`src/rtl/conv_pkg.sv`:
```
// Shared definitions for the convolution operand path: operand sizes and the
// loader state encoding reused by readback/result blocks.
package conv_pkg;

    localparam int unsigned DATA_W = 8;
    localparam int unsigned A_DIM  = 4;
    localparam int unsigned K_DIM  = 3;
    localparam int unsigned A_CNT  = A_DIM * A_DIM;
    localparam int unsigned K_CNT  = K_DIM * K_DIM;
    localparam int unsigned OP_CNT = A_CNT + K_CNT;
    localparam int unsigned IDX_W  = 4;
    localparam int unsigned SEL_W  = 5;

    typedef enum logic [2:0] {
        IDLE   = 3'd0,
        LOAD_A = 3'd1,
        LOAD_B = 3'd2,
        DONE   = 3'd3,
        ERR    = 3'd4
    } load_state_e;

endpackage

```
`src/rtl/operand_regfile.sv`:
```
// Operand store: 25 write-enabled byte registers, a00..a33 then b00..b22,
// selected by a one-hot write enable.
module operand_regfile
    import conv_pkg::*;
(
    input  logic              clk,
    input  logic              rst,
    input  logic [OP_CNT-1:0] i_we,
    input  logic [DATA_W-1:0] i_wdata,
    output logic [DATA_W-1:0] a00, a01, a02, a03,
    output logic [DATA_W-1:0] a10, a11, a12, a13,
    output logic [DATA_W-1:0] a20, a21, a22, a23,
    output logic [DATA_W-1:0] a30, a31, a32, a33,
    output logic [DATA_W-1:0] b00, b01, b02,
    output logic [DATA_W-1:0] b10, b11, b12,
    output logic [DATA_W-1:0] b20, b21, b22
);

    logic [DATA_W-1:0] r_q [OP_CNT];

    always_ff @(posedge clk or negedge rst) begin
        if (!rst) begin
            for (int i = 0; i < OP_CNT; i++) r_q[i] <= '0;
        end else begin
            for (int i = 0; i < OP_CNT; i++) begin
                if (i_we[i]) r_q[i] <= i_wdata;
            end
        end
    end

    assign {a00, a01, a02, a03} = {r_q[0],  r_q[1],  r_q[2],  r_q[3]};
    assign {a10, a11, a12, a13} = {r_q[4],  r_q[5],  r_q[6],  r_q[7]};
    assign {a20, a21, a22, a23} = {r_q[8],  r_q[9],  r_q[10], r_q[11]};
    assign {a30, a31, a32, a33} = {r_q[12], r_q[13], r_q[14], r_q[15]};
    assign {b00, b01, b02}      = {r_q[16], r_q[17], r_q[18]};
    assign {b10, b11, b12}      = {r_q[19], r_q[20], r_q[21]};
    assign {b20, b21, b22}      = {r_q[22], r_q[23], r_q[24]};

endmodule

```
`src/rtl/operand_loader.sv`:
```
// Serial loader: takes a 25-byte valid/ready frame (16 tile bytes, then 9
// filter bytes) into the operand store, with a framing check on in_last.
module operand_loader
    import conv_pkg::*;
(
    input  logic              clk,
    input  logic              rst,
    input  logic              start,
    input  logic              in_valid,
    input  logic [DATA_W-1:0] in_data,
    input  logic              in_last,
    output logic              in_ready,
    output logic [DATA_W-1:0] a00, a01, a02, a03,
    output logic [DATA_W-1:0] a10, a11, a12, a13,
    output logic [DATA_W-1:0] a20, a21, a22, a23,
    output logic [DATA_W-1:0] a30, a31, a32, a33,
    output logic [DATA_W-1:0] b00, b01, b02,
    output logic [DATA_W-1:0] b10, b11, b12,
    output logic [DATA_W-1:0] b20, b21, b22,
    output logic              load_busy,
    output logic              load_done,
    output logic              frame_err
);

    load_state_e       r_state;
    logic [IDX_W-1:0]  r_idx;
    logic              r_busy;
    logic              r_done;
    logic              r_err;
    logic              w_loading;
    logic              w_beat;
    logic              w_final;
    logic [SEL_W-1:0]  w_sel;
    logic [OP_CNT-1:0] w_we;

    // start wins over a beat in the same cycle, so ready is masked by it
    assign w_loading = (r_state == LOAD_A) || (r_state == LOAD_B);
    assign in_ready  = w_loading & ~start;
    assign w_beat    = in_valid & in_ready;
    assign w_final   = (r_state == LOAD_B) && (r_idx == IDX_W'(K_CNT - 1));

    always_comb begin
        w_sel = SEL_W'(r_idx);
        if (r_state == LOAD_B) w_sel = SEL_W'(A_CNT) + SEL_W'(r_idx);
        w_we = w_beat ? (OP_CNT'(1) << w_sel) : '0;
    end

    always_ff @(posedge clk or negedge rst) begin
        if (!rst) begin
            r_state <= IDLE;
            r_idx   <= '0;
            r_busy  <= 1'b0;
            r_done  <= 1'b0;
            r_err   <= 1'b0;
        end else if (start) begin
            r_state <= LOAD_A;
            r_idx   <= '0;
            r_busy  <= 1'b1;
            r_done  <= 1'b0;
            r_err   <= 1'b0;
        end else if (w_beat) begin
            // in_last must coincide exactly with the 25th beat
            if (in_last != w_final) begin
                r_state <= ERR;
                r_busy  <= 1'b0;
                r_err   <= 1'b1;
            end else if (w_final) begin
                r_state <= DONE;
                r_busy  <= 1'b0;
                r_done  <= 1'b1;
            end else if ((r_state == LOAD_A) && (r_idx == IDX_W'(A_CNT - 1))) begin
                r_state <= LOAD_B;
                r_idx   <= '0;
            end else begin
                r_idx <= r_idx + IDX_W'(1);
            end
        end
    end

    assign load_busy = r_busy;
    assign load_done = r_done;
    assign frame_err = r_err;

    operand_regfile u_regfile (
        .clk     (clk),
        .rst     (rst),
        .i_we    (w_we),
        .i_wdata (in_data),
        .a00(a00), .a01(a01), .a02(a02), .a03(a03),
        .a10(a10), .a11(a11), .a12(a12), .a13(a13),
        .a20(a20), .a21(a21), .a22(a22), .a23(a23),
        .a30(a30), .a31(a31), .a32(a32), .a33(a33),
        .b00(b00), .b01(b01), .b02(b02),
        .b10(b10), .b11(b11), .b12(b12),
        .b20(b20), .b21(b21), .b22(b22)
    );

endmodule

```
`config.mk`:
```
export PLATFORM = sky130hd
export DESIGN_NAME = operand_loader
export DESIGN_NICKNAME = d
export VERILOG_FILES = /design/src/rtl/conv_pkg.sv /design/src/rtl/operand_regfile.sv /design/src/rtl/operand_loader.sv
export SDC_FILE = /design/constraint.sdc
export NUM_CORES = 1
export LEC_CHECK = 0
export ABC_AREA = 1
export CAP_MARGIN = 10
export CORE_MARGIN = 3
export CORE_UTILIZATION = 50
export CTS_BUF_LIST = sky130_fd_sc_hd__clkbuf_8
export DETAILED_ROUTE_END_ITERATION = 8
export GPL_ROUTABILITY_DRIVEN = 0
export HOLD_SLACK_MARGIN = 0.02
export PLACE_DENSITY_LB_ADDON = 0.12
export SLEW_MARGIN = 20
export SYNTH_ARGS = -nofsm -noshare
export SYNTH_HDL_FRONTEND = slang
export SYNTH_SLANG_ARGS = --single-unit
```
`constraint.sdc`:
```
create_clock -name clk -period 2.8 [get_ports clk]
set_input_delay 0.84 -clock clk [delete_from_list [all_inputs] [get_ports clk]]
set_output_delay 0.84 -clock clk [all_outputs]
set_load 0.03 [all_outputs]
```
# [Word-level counts from Yosys, hierarchy flattened]
# Index checks and enable logic that the tools add are counted.
[word_totals] register_bits=210 output_inout_bits=204
[classes] n_reduce_logical=13 muxes=23 n_bitwise=3 shift=1 eq_ne=7 addsub=2
[ops] cell="$mux W25" n=1
[ops] cell="$shl A1 B5 Y25 const A" n=1
[ops] cell="$mux W4" n=5
[ops] cell="$mux W3" n=5
[ops] cell="$mux W1" n=11
[ops] cell="$eq A4 B4 Y1 const B" n=2
[ops] cell="$reduce_and A2 Y1" n=3
[ops] cell="$reduce_and A3 Y1" n=2
[ops] cell="$reduce_bool A2 Y1" n=3
[ops] cell="$add A5 B4 Y5 const A" n=1
[ops] cell="$mux W5" n=1
[ops] cell="$add A4 B1 Y4 const B" n=1
[ops] cell="$ne A2 B2 Y1 const B" n=2
[ops] cell="$reduce_bool A4 Y1" n=1
[ops] cell="$eq A3 B1 Y1 const B" n=1
[ops] cell="$eq A3 B2 Y1 const B" n=1
[ops] cell="$reduce_bool A3 Y1" n=1
[ops] cell="$and A1 B1 Y1" n=2
[ops] cell="$logic_and A1 B1 Y1" n=2
[ops] cell="$logic_or A1 B1 Y1" n=1
[ops] cell="$ne A1 B1 Y1" n=1
[ops] cell="$not A1 Y1" n=1

# [Depth between registers and ports, before layout]
# Gate-level depths: netlist (run 1).
[logic_depth] word_depth=7 mapped_depth=11

# [Cells and area by module]
# A second synthesis (run 1) with hierarchy kept.
[hier_totals] hier_cells=1006 area_unflattened_um2=8634.5
[modules_own_cells] mod="operand_regfile" area_per_inst_um2=7737.4 seq_area_each_um2=5004.8 cells_per_inst=874 instances=1
[modules_own_cells] mod="operand_loader" area_per_inst_um2=897.1 seq_area_each_um2=250.2 cells_per_inst=132 instances=1

# [Least setup slack after synthesis (run 1)]
# Ideal clock, no wire load.
[synth_path] path_type="in2out" startpoint="input start" endpoint="output in_ready" t_arrival_ns=1.353 slack_ns=0.607 path_stages=1 n_path_buf=0 cell_sequence="a21oi_1"
[synth_via] elab_chain_cells=2
[synth_rtl] item="start, declared" line_no="operand_loader.sv:8" source="input logic start,"
[synth_rtl] item="$not A1 Y1" line_no="operand_loader.sv:38" source="assign in_ready = w_loading & ~start;"
[synth_rtl] item="$and A1 B1 Y1" line_no="operand_loader.sv:38"
[synth_rtl] item="end, declared" line_no="operand_loader.sv:12" source="output logic in_ready,"
# No other way between the ends.

# [Worst setup path after layout (run 1)]
[layout_path] startpoint="register r_state[2]" endpoint="output in_ready"
[layout_via] elab_chain_cells=3 word_cells_on_any_way=4 classes_between="2 x eq/ne; 1 x bitwise; 1 x reduce/logical"
[layout_rtl] item="start, declared" line_no="operand_loader.sv:25" source="load_state_e r_state;"
[layout_rtl] item="start signal, assigned" line_no="operand_loader.sv:50" source="r_state <= IDLE;"
[layout_rtl] item="start signal, assigned" line_no="operand_loader.sv:56" source="r_state <= LOAD_A;"
[layout_rtl] item="start signal, assigned" line_no="operand_loader.sv:64" source="r_state <= ERR;"
[layout_rtl] item="$eq A3 B1 Y1 / $eq A3 B2 Y1 (equally long branches)" line_no="operand_loader.sv:37" source="assign w_loading = (r_state == LOAD_A) || (r_state == LOAD_B);"
[layout_rtl] item="$logic_or A1 B1 Y1 (*)" line_no="operand_loader.sv:37"
[layout_rtl] item="$and A1 B1 Y1 (*)" line_no="operand_loader.sv:38"
# Every way passes the cells marked *; elsewhere a longest branch is shown, timed or not.

==> impl_metrics.yaml, run 1 <==
synth:
  synth_ff_type: "dfrtp_1"
  ys_types: 30
  synth_simple_gate_area_frac: 0.228
  ys_seq_area_frac: 0.604
  ys_ff_latch: 210
  avgSynthCellArea_um2: 9.42
  synthMuxAreaShare: 0
  ys.warnings.count: 0
  yosys.area_share.xor_xnor: 0
  synth_fa_ha_area_frac: 0.0101
  synth-async-reset-ratio: 1.00
  synth_nets: 944
  synth_edf_count: 0
  synth_area_leaders: "dfrtp_1, nand2_1, o21ai_0"
  syn_area_um2: 8700
  synth_compound_area_frac: 0.117
  synthTopCellsByCount: "nand2_1, dfrtp_1, o21ai_0"
  synth_top_family_by_area: "simple AND/OR/NAND/NOR gates"
  synth_top_area_cell: "dfrtp_1"
  synth_most_common_cell: "nand2_1"
  yosysTopAreaCellShare: 0.604
  synth_cells: 924
global_route:
  use_met1: 0.329
  antenna_found_initial: 0
  grt_pass1_vias: 7046
  grt_pass1_wl_um: 37900
  grt.overflow.total: 0
  grt_util_met2: 0.420
  grt_max_degree: 82
  gr-usage-all-layers: 0.257
  grt_util_met3: 0.0903
  grt.busiest_layer: "met2"
setup_path:
  crit_required_ns: 1.96
  crit_path_start_kind: "flop"
  worst_setup_path_end_kind: "output pin"
  rrSetupSlack_ns: 0.49
  worstPathArrival_ns: 1.86
  cp_max_fo: 18
  path_class: "flop to output pin"
timing:
  fin_ws_ns: 0.0981
  max_slew_margin: 0.616
  rsz0062_at_grt: "no"
  fin_skew_ns: 0.0139
  hold_viol: 0
  final.setup.tns_ns: 0
  fin_crit_sh: 0.965
  setup_viol: 0
  fin_crit_ns: 2.70
  fmax_ghz: 0.370
  maxSlewViolCount: 0
  worstMarginPinSlew_ns: 0.574
floorplan:
  dieArea_um2: 19000
  initial_core_util: 0.518
  fp.dieH_um: 138
  die_x_um: 138
  ios: 217
  coreArea_um2: 16800
  row_count: 47
power_and_ir_drop:
  p_per_area_nw_per_um2: 736
  clkPwrFrac: 0.313
  swShare: 0.334
  peakVddDrop_uv: 578
  seq_power_share: 0.421
  p_leak_nw: 6.03
  power.switching_mw: 2.91
  p_comb_frac: 0.265
  internal-power_mw: 5.80
place:
  dpl.cell_count: 1337
  portBuffers: 216
  placed_area_um2: 11100
  place_ws_ns: 0.164
  dp_hpwl_um: 16700
route:
  firstDrtPassIters: 7
  via_per_inst: 5.17
  drtIter0Drc: 469
  route.detailed.drc: 0
  wl_per_cell_um: 17.4
  antenna_left: 0
  via_count: 7249
  wirelength_um: 24400
flow_run:
  max-cap-violations: 0
clocking:
  cts.htree.levels: 2
  clk_latency_ns: 0.51
  cts_tree: "done"
  cts_sinks: 210
  root_buffer: "clkbuf_8"
  ctsResizeCount: 0
  postCtsHoldBufs: 0
  postCtsSetupBuffers: 0
  cts_buffers: 37
  cts.path.max_buffers: 3
  cts.clk_slew.worst_paths_ns: 0.07
final_layout:
  diodes: 0
  design_area_um2: 11800
  n_fill_cell: 1310
  drive_gt1_frac: 0.101
  final_cells: 1401
  nets: 1176
  post-route-util: 0.704
  area_delta_synth_final_pct: 36.0
worst_hold_path:
  hp-class: "primary input to asynchronous set/reset pin"
run_status:
  status: "complete, no violations"
metal layers:
metal	part of all wire	routed length [µm]
met1	0.41	10100
met2	0.48	11800
met3	0.090	2200
met4	0.013	320
met5	0	0
critical path: stages (launching register included):
cell     delay [ns]
dfrtp_1        0.44
inv_2          0.11
nand3_4        0.23
a21oi_1        0.40
buf_12         0.17
layout make-up:
cell class,count,area [µm²],area share
Sequential cell,210,5260,0.444
Multi-Input combinational cell,646,3100,0.262
Timing Repair Buffer,239,2400,0.203
Clock buffer,48,661,0.0558
Tap cell,220,275,0.0232
Inverter,22,86.3,0.00729
Clock inverter,16,66.3,0.00560
kinds of logic after synthesis:
logic type / Yosys count
compound gates: 204
fa+ha+maj: 7
buf+inv: 68
flops: 210
simple gates: 435
cells in the final DEF (no fill, tap or decap), drive strengths merged:
master	n
a21oi	33
buf	24
clkbuf	49
clkdlybuf4s50	214
clkinv	13
clkinvlp	1
dfrtp	210
ha	7
inv	24
nand2	339
nand3	19
nand3b	1
nand4	9
nor2	65
o21ai	171
or2	2
stage by stage:
step / total power, mW / hold WS [ns]
final: 8.72 / 0.179
after global routing: 9.13 / 0.154
after CTS: 8.79 / 0.156
after detailed placement: 6.05 / 0.473
after global placement: 6.00 / 0.465
after floorplan: 4.93 / 0.486
power by group through the flow:
stage	sequential [mW]	combinational (mW)	clock [mW]
after global placement	3.71	2.29	0
after detailed placement	3.72	2.33	0
after CTS	3.67	2.34	2.78
final	3.67	2.31	2.73
after floorplan	4.41	0.519	0
after global routing	3.72	2.48	2.93
worst paths after layout:
check / from / to / cells past startpoint
max reg2reg: r_idx[0]$_DFFE_PN0P_ / r_state[1]$_DFFE_PN0P_ / 11
min reg2reg: u_regfile.b22[5]$_DFFE_PN0P_ / u_regfile.b22[5]$_DFFE_PN0P_ / 2
max: r_state[2]$_DFFE_PN0P_ / in_ready / 4
min in group clk: u_regfile.b22[5]$_DFFE_PN0P_ / u_regfile.b22[5]$_DFFE_PN0P_ / 2
max in group asynchronous: rst / u_regfile.b20[3]$_DFFE_PN0P_ / 2
min: rst / u_regfile.a20[2]$_DFFE_PN0P_ / 1
Power figures use the tool's default switching activity.
==> run 2: changes to the inputs <==
--- a/config.mk
+++ b/config.mk
@@ -8,7 +8,7 @@
 export ABC_AREA = 1
 export CAP_MARGIN = 10
 export CORE_MARGIN = 3
-export CORE_UTILIZATION = 50
+export CORE_UTILIZATION = 51
 export CTS_BUF_LIST = sky130_fd_sc_hd__clkbuf_8
 export DETAILED_ROUTE_END_ITERATION = 8
 export GPL_ROUTABILITY_DRIVEN = 0
==> run 2 against run 1 <==
  * Critical path depth unchanged
  * Combinational power about the same
  * Clock skew decreased by 0.0044 ns
  * Cell area decreased by 0.69%
  * Setup slack improved by 0.053 ns
  * Clock power decreased by 3%
  * First-iteration DRC count decreased by 4.1%
  * Total power decreased by 0.88%
  * Die area decreased by 1.9%
  * Utilization increased by 0.26 points
  * Critical path type unchanged
  * Highest routed layer unchanged
==> impl_metrics.yaml, run 2 (synthesized netlist as in run 1, its figures left out) <==
route:
  firstDrtPassIters: 5
  drtIter0Drc: 450
  via_count: 7209
  antenna_left: 0
  route.detailed.drc: 0
  via_per_inst: 5.19
  wl_per_cell_um: 17.6
  wirelength_um: 24500
place:
  place_ws_ns: 0.210
  dp_hpwl_um: 16500
  portBuffers: 216
  dpl.cell_count: 1332
setup_path:
  rrSetupSlack_ns: 0.35
  rr_worst_depth: 11
  crit_required_ns: 1.96
  worst_setup_path_end_kind: "output pin"
  rr_startpoint: "r_idx[0]$_DFFE_PN0P_"
  cp_max_fo: 18
  worstPathArrival_ns: 1.81
  crit_path_start_kind: "flop"
  path_class: "flop to output pin"
  regToRegEndpoint: "r_state[2]$_DFFE_PN0P_"
global_route:
  grt_max_degree: 75
  antenna_found_initial: 0
  gr-usage-all-layers: 0.265
  grt.overflow.total: 0
  grt_pass1_vias: 6901
  grt_pass1_wl_um: 38200
clocking:
  clk_latency_ns: 0.51
  cts.htree.levels: 2
  cts_buffers: 37
  ctsResizeCount: 0
  postCtsHoldBufs: 0
  root_buffer: "clkbuf_8"
  cts_sinks: 210
  cts.clk_slew.worst_paths_ns: 0.06
  cts_tree: "done"
  cts.path.max_buffers: 3
  postCtsSetupBuffers: 0
final_layout:
  layout_commonest_cell: "nand2_1"
  drive_gt1_frac: 0.0966
  n_fill_cell: 1299
  nets: 1171
  final_cells: 1390
  area_delta_synth_final_pct: 35.1
  final_cell_mix: "nand2_1, clkdlybuf4s50_1, dfrtp_1, o21ai_0, clkbuf_8"
  diodes: 0
timing:
  setup_viol: 0
  fin_ws_ns: 0.151
  fin_crit_ns: 2.65
  hold_viol: 0
  max_slew_margin: 0.614
  final.setup.tns_ns: 0
  maxSlewViolCount: 0
  fmax_ghz: 0.378
  whs_ns: 0.281
  fin_skew_ns: 0.00958
  worstMarginPinSlew_ns: 0.577
  rsz0062_at_grt: "no"
  fin_crit_sh: 0.946
worst_hold_path:
  hp-class: "primary input to asynchronous set/reset pin"
floorplan:
  ios: 217
  dieArea_um2: 18700
  coreArea_um2: 16600
  die_x_um: 137
  initial_core_util: 0.523
  row_count: 47
  fp.dieH_um: 137
flow_run:
  max-cap-violations: 0
run_status:
  status: "complete, no violations"
power_and_ir_drop:
  p_leak_nw: 5.97
  p_comb_frac: 0.268
  internal-power_mw: 5.73
  peakVddDrop_uv: 798
  swShare: 0.337
  p_per_area_nw_per_um2: 735
  seq_power_share: 0.425
  clkPwrFrac: 0.307
  power.switching_mw: 2.91
[run 2: changes by cell type in the layout (fill, tap and decap cells not counted), sizes merged]
cell and delta:
clkbuf -2, buf -5, clkinvlp -1, inv -5, clkinv +2
[run 2: per-layer routing]
layer	vias up	track usage	share of wire
met5	-	0	0
met4	0	0.0728	0.017
met3	31	0.0779	0.087
met2	248	0.423	0.48
met1	3465	0.356	0.42
li1	3465	-	-
[run 2: final cells by class]
class                           count  area, µm²  area share
Sequential cell                   210       5260       0.447
Timing Repair Buffer              234       2360       0.201
Multi-Input combinational cell    646       3100       0.264
Tap cell                          220        275      0.0234
Inverter                           22       86.3     0.00734
Clock inverter                     12       50.0     0.00426
Clock buffer                       46        633      0.0538
[run 2: worst max path at each step]
stage	startpoint	endpoint	slack, ns	cells after the start
2_1_floorplan	start	in_ready	0.61	1
3_3_place_gp	start	in_ready	0.25	3
3_5_place_dp	start	in_ready	0.21	3
4_1_cts	r_state[0]$_DFFE_PN0P_	in_ready	0.13	4
5_1_grt	r_state[0]$_DFFE_PN0P_	in_ready	0.06	4
6_report	r_state[2]$_DFFE_PN0P_	in_ready	0.15	4
[run 2: metrics by stage]
step	instance area, µm²	util	total power [mW]
CTS	11800	0.707	8.69
floorplan	8700	-	4.93
detailed placement	11100	0.666	6.04
global route	11800	0.707	9.02
global placement	11100	0.666	5.99
finish	11800	0.707	8.64
[run 2: power groups by stage]
stage,combinational (mW),sequential [mW],clock (mW)
floorplan,0.519,4.41,0
global placement,2.29,3.70,0
detailed placement,2.33,3.71,0
CTS,2.34,3.67,2.68
global route,2.47,3.71,2.84
finish,2.32,3.67,2.65
[run 2: critical path: stages (launching register included)]
cell and delay [ns]:
dfrtp_1 0.44, inv_2 0.10, nand3_4 0.24, a21oi_1 0.36, buf_12 0.16
==> run 3: changes to the inputs <==
--- a/config.mk
+++ b/config.mk
@@ -8,7 +8,7 @@
 export ABC_AREA = 1
 export CAP_MARGIN = 10
 export CORE_MARGIN = 3
-export CORE_UTILIZATION = 51
+export CORE_UTILIZATION = 35
 export CTS_BUF_LIST = sky130_fd_sc_hd__clkbuf_8
 export DETAILED_ROUTE_END_ITERATION = 8
 export GPL_ROUTABILITY_DRIVEN = 0
==> constraint.sdc (replaced) <==
create_clock -name clk -period 3.4 [get_ports clk]
set_input_delay 1.02 -clock clk [delete_from_list [all_inputs] [get_ports clk]]
set_output_delay 1.02 -clock clk [all_outputs]
set_load 0.03 [all_outputs]
==> run 3 against run 2 <==
  * Utilization decreased by 22 points
  * Cell area increased by 1.3%
  * Sequential share of layout area decreased by 0.58 points
  * Cell count increased by 8.0%
  * Register-to-register slack improved by 0.67 ns
  * Wire length increased by 9.9%
  * Total power decreased by 17%
  * Via count decreased by 0.53%
  * Critical endpoint unchanged
  * Largest power group unchanged
  * Highest routed layer unchanged
==> impl_metrics.yaml, run 3 (synthesized netlist as in run 1, its figures left out) <==
global_route:
  gr-usage-all-layers: 0.202
  grt_max_degree: 77
  grt_pass1_vias: 7146
  grt.overflow.total: 0
  antenna_found_initial: 0
  grt_pass1_wl_um: 42100
timing:
  hold_viol: 0
  fmax_ghz: 0.336
  fin_crit_ns: 2.98
  setup_viol: 0
  worstMarginPinSlew_ns: 0.638
  maxSlewViolCount: 0
  final.setup.tns_ns: 0
  fin_crit_sh: 0.877
  whs_ns: 0.484
  max_slew_margin: 0.575
  fin_skew_ns: 0.0103
  rsz0062_at_grt: "no"
flow_run:
  max-cap-violations: 0
floorplan:
  fp.dieH_um: 164
  initial_core_util: 0.357
  ios: 217
  die_x_um: 164
  dieArea_um2: 26800
  row_count: 57
  coreArea_um2: 24400
clocking:
  cts.clk_slew.worst_paths_ns: 0.05
  root_buffer: "clkbuf_8"
  ctsResizeCount: 0
  clk_latency_ns: 0.51
  cts.path.max_buffers: 3
  cts_buffers: 39
  postCtsHoldBufs: 0
  cts.htree.levels: 2
  cts_sinks: 210
  postCtsSetupBuffers: 0
  cts_tree: "done"
route:
  via_count: 7171
  wl_per_cell_um: 17.9
  firstDrtPassIters: 4
  via_per_inst: 4.78
  met3_length_um: 2240
  route.detailed.drc: 0
  drtIter0Drc: 423
  dr_wl_met2_um: 12400
  wirelength_um: 26900
  antenna_left: 0
  top_layer: "met4"
  met1_length_um: 11800
final_layout:
  final_cell_mix: "nand2_1, clkdlybuf4s50_1, dfrtp_1, o21ai_0, clkbuf_8"
  diodes: 0
  area_delta_synth_final_pct: 36.9
  final_cells: 1501
  multi_input_area_um2: 3100
  layout_commonest_cell: "nand2_1"
  drive_gt1_frac: 0.0935
  nets: 1174
  seqCellArea_um2: 5260
  n_fill_cell: 2360
  post-route-util: 0.489
run_status:
  status: "complete, no violations"
setup_path:
  path_class: "primary input to output pin"
  path_cells: "clkdlybuf4s50_1, a21oi_1, buf_12"
  critPathTopFamily: "buffers and inverters"
  cp_max_fo: 4
  worst_setup_path_end_kind: "output pin"
  crit_buf_inv: 2
  crit_path_max_incr_delay_ns: 0.47
  crit_required_ns: 2.38
  worstPathArrival_ns: 1.96
  crit_path_start_kind: "primary input"
  crit_slowest_cell: "clkdlybuf4s50_1"
power_and_ir_drop:
  p_per_area_nw_per_um2: 600
  clkPwrFrac: 0.312
  power.switching_mw: 2.43
  seq_power_share: 0.422
  swShare: 0.339
  internal-power_mw: 4.73
  peakVddDrop_uv: 540
  p_leak_nw: 6.01
  p_comb_frac: 0.267
place:
  portBuffers: 216
  dpl.cell_count: 1437
  dp_hpwl_um: 17800
worst_hold_path:
  hp-class: "flop to flop"
run 3: worst min-delay path: cells and delay by family, from the launching register on:
family	cells	cell delay, ns
AO/OA/AOI/OAI	1	0.06
flip-flops	1	0.34
AND/OR/NAND/NOR	1	0.05
run 3: layout make-up:
type | count | area share
clock buffer | 46 | 0.0531
sequential | 210 | 0.441
clock inverter | 18 | 0.00567
multi-input combinational | 646 | 0.260
inverter | 22 | 0.00724
timing repair buffer | 235 | 0.199
tap | 324 | 0.0340
run 3: through the flow:
| step | setup WS [ns] | power, mW | instance area, µm² |
|---|---|---|---|
| global placement | 0.421 | 4.97 | 11200 |
| detailed placement | 0.411 | 4.98 | 11200 |
| global route | 0.380 | 7.52 | 11900 |
| floorplan | 0.847 | 4.06 | 8700 |
| CTS | 0.406 | 7.26 | 11900 |
| finish | 0.419 | 7.15 | 11900 |
run 3: power by group through the flow:
stage          Combinational [mW]  Sequential [mW]  Clock (mW)
3_3_place_gp                 1.91             3.06           0
3_5_place_dp                 1.92             3.05           0
2_1_floorplan               0.427             3.63           0
6_report                     1.91             3.02        2.23
4_1_cts                      1.93             3.02        2.30
5_1_grt                      2.05             3.05        2.42
run 3: path summary, 6_finish.rpt:
path | start | to | slack [ns] | cells after the start
min in group asynchronous | rst | u_regfile.a22[1]$_DFFE_PN0P_ | 0.54 | 1
worst min register to register | u_regfile.b20[7]$_DFFE_PN0P_ | u_regfile.b20[7]$_DFFE_PN0P_ | 0.48 | 2
max in group asynchronous | rst | u_regfile.b02[3]$_DFFE_PN0P_ | 2.07 | 2
worst max register to register | r_idx[0]$_DFFE_PN0P_ | r_state[2]$_DFFE_PN0P_ | 1.02 | 11
worst max-delay path | start | in_ready | 0.42 | 3
worst min-delay path | u_regfile.b20[7]$_DFFE_PN0P_ | u_regfile.b20[7]$_DFFE_PN0P_ | 0.48 | 2
run 3: routing by layer:
layer,vias to the layer above,track usage
met5,-,0
met4,0,0.0565
met3,35,0.0648
met2,232,0.313
met1,3433,0.273
li1,3471,-
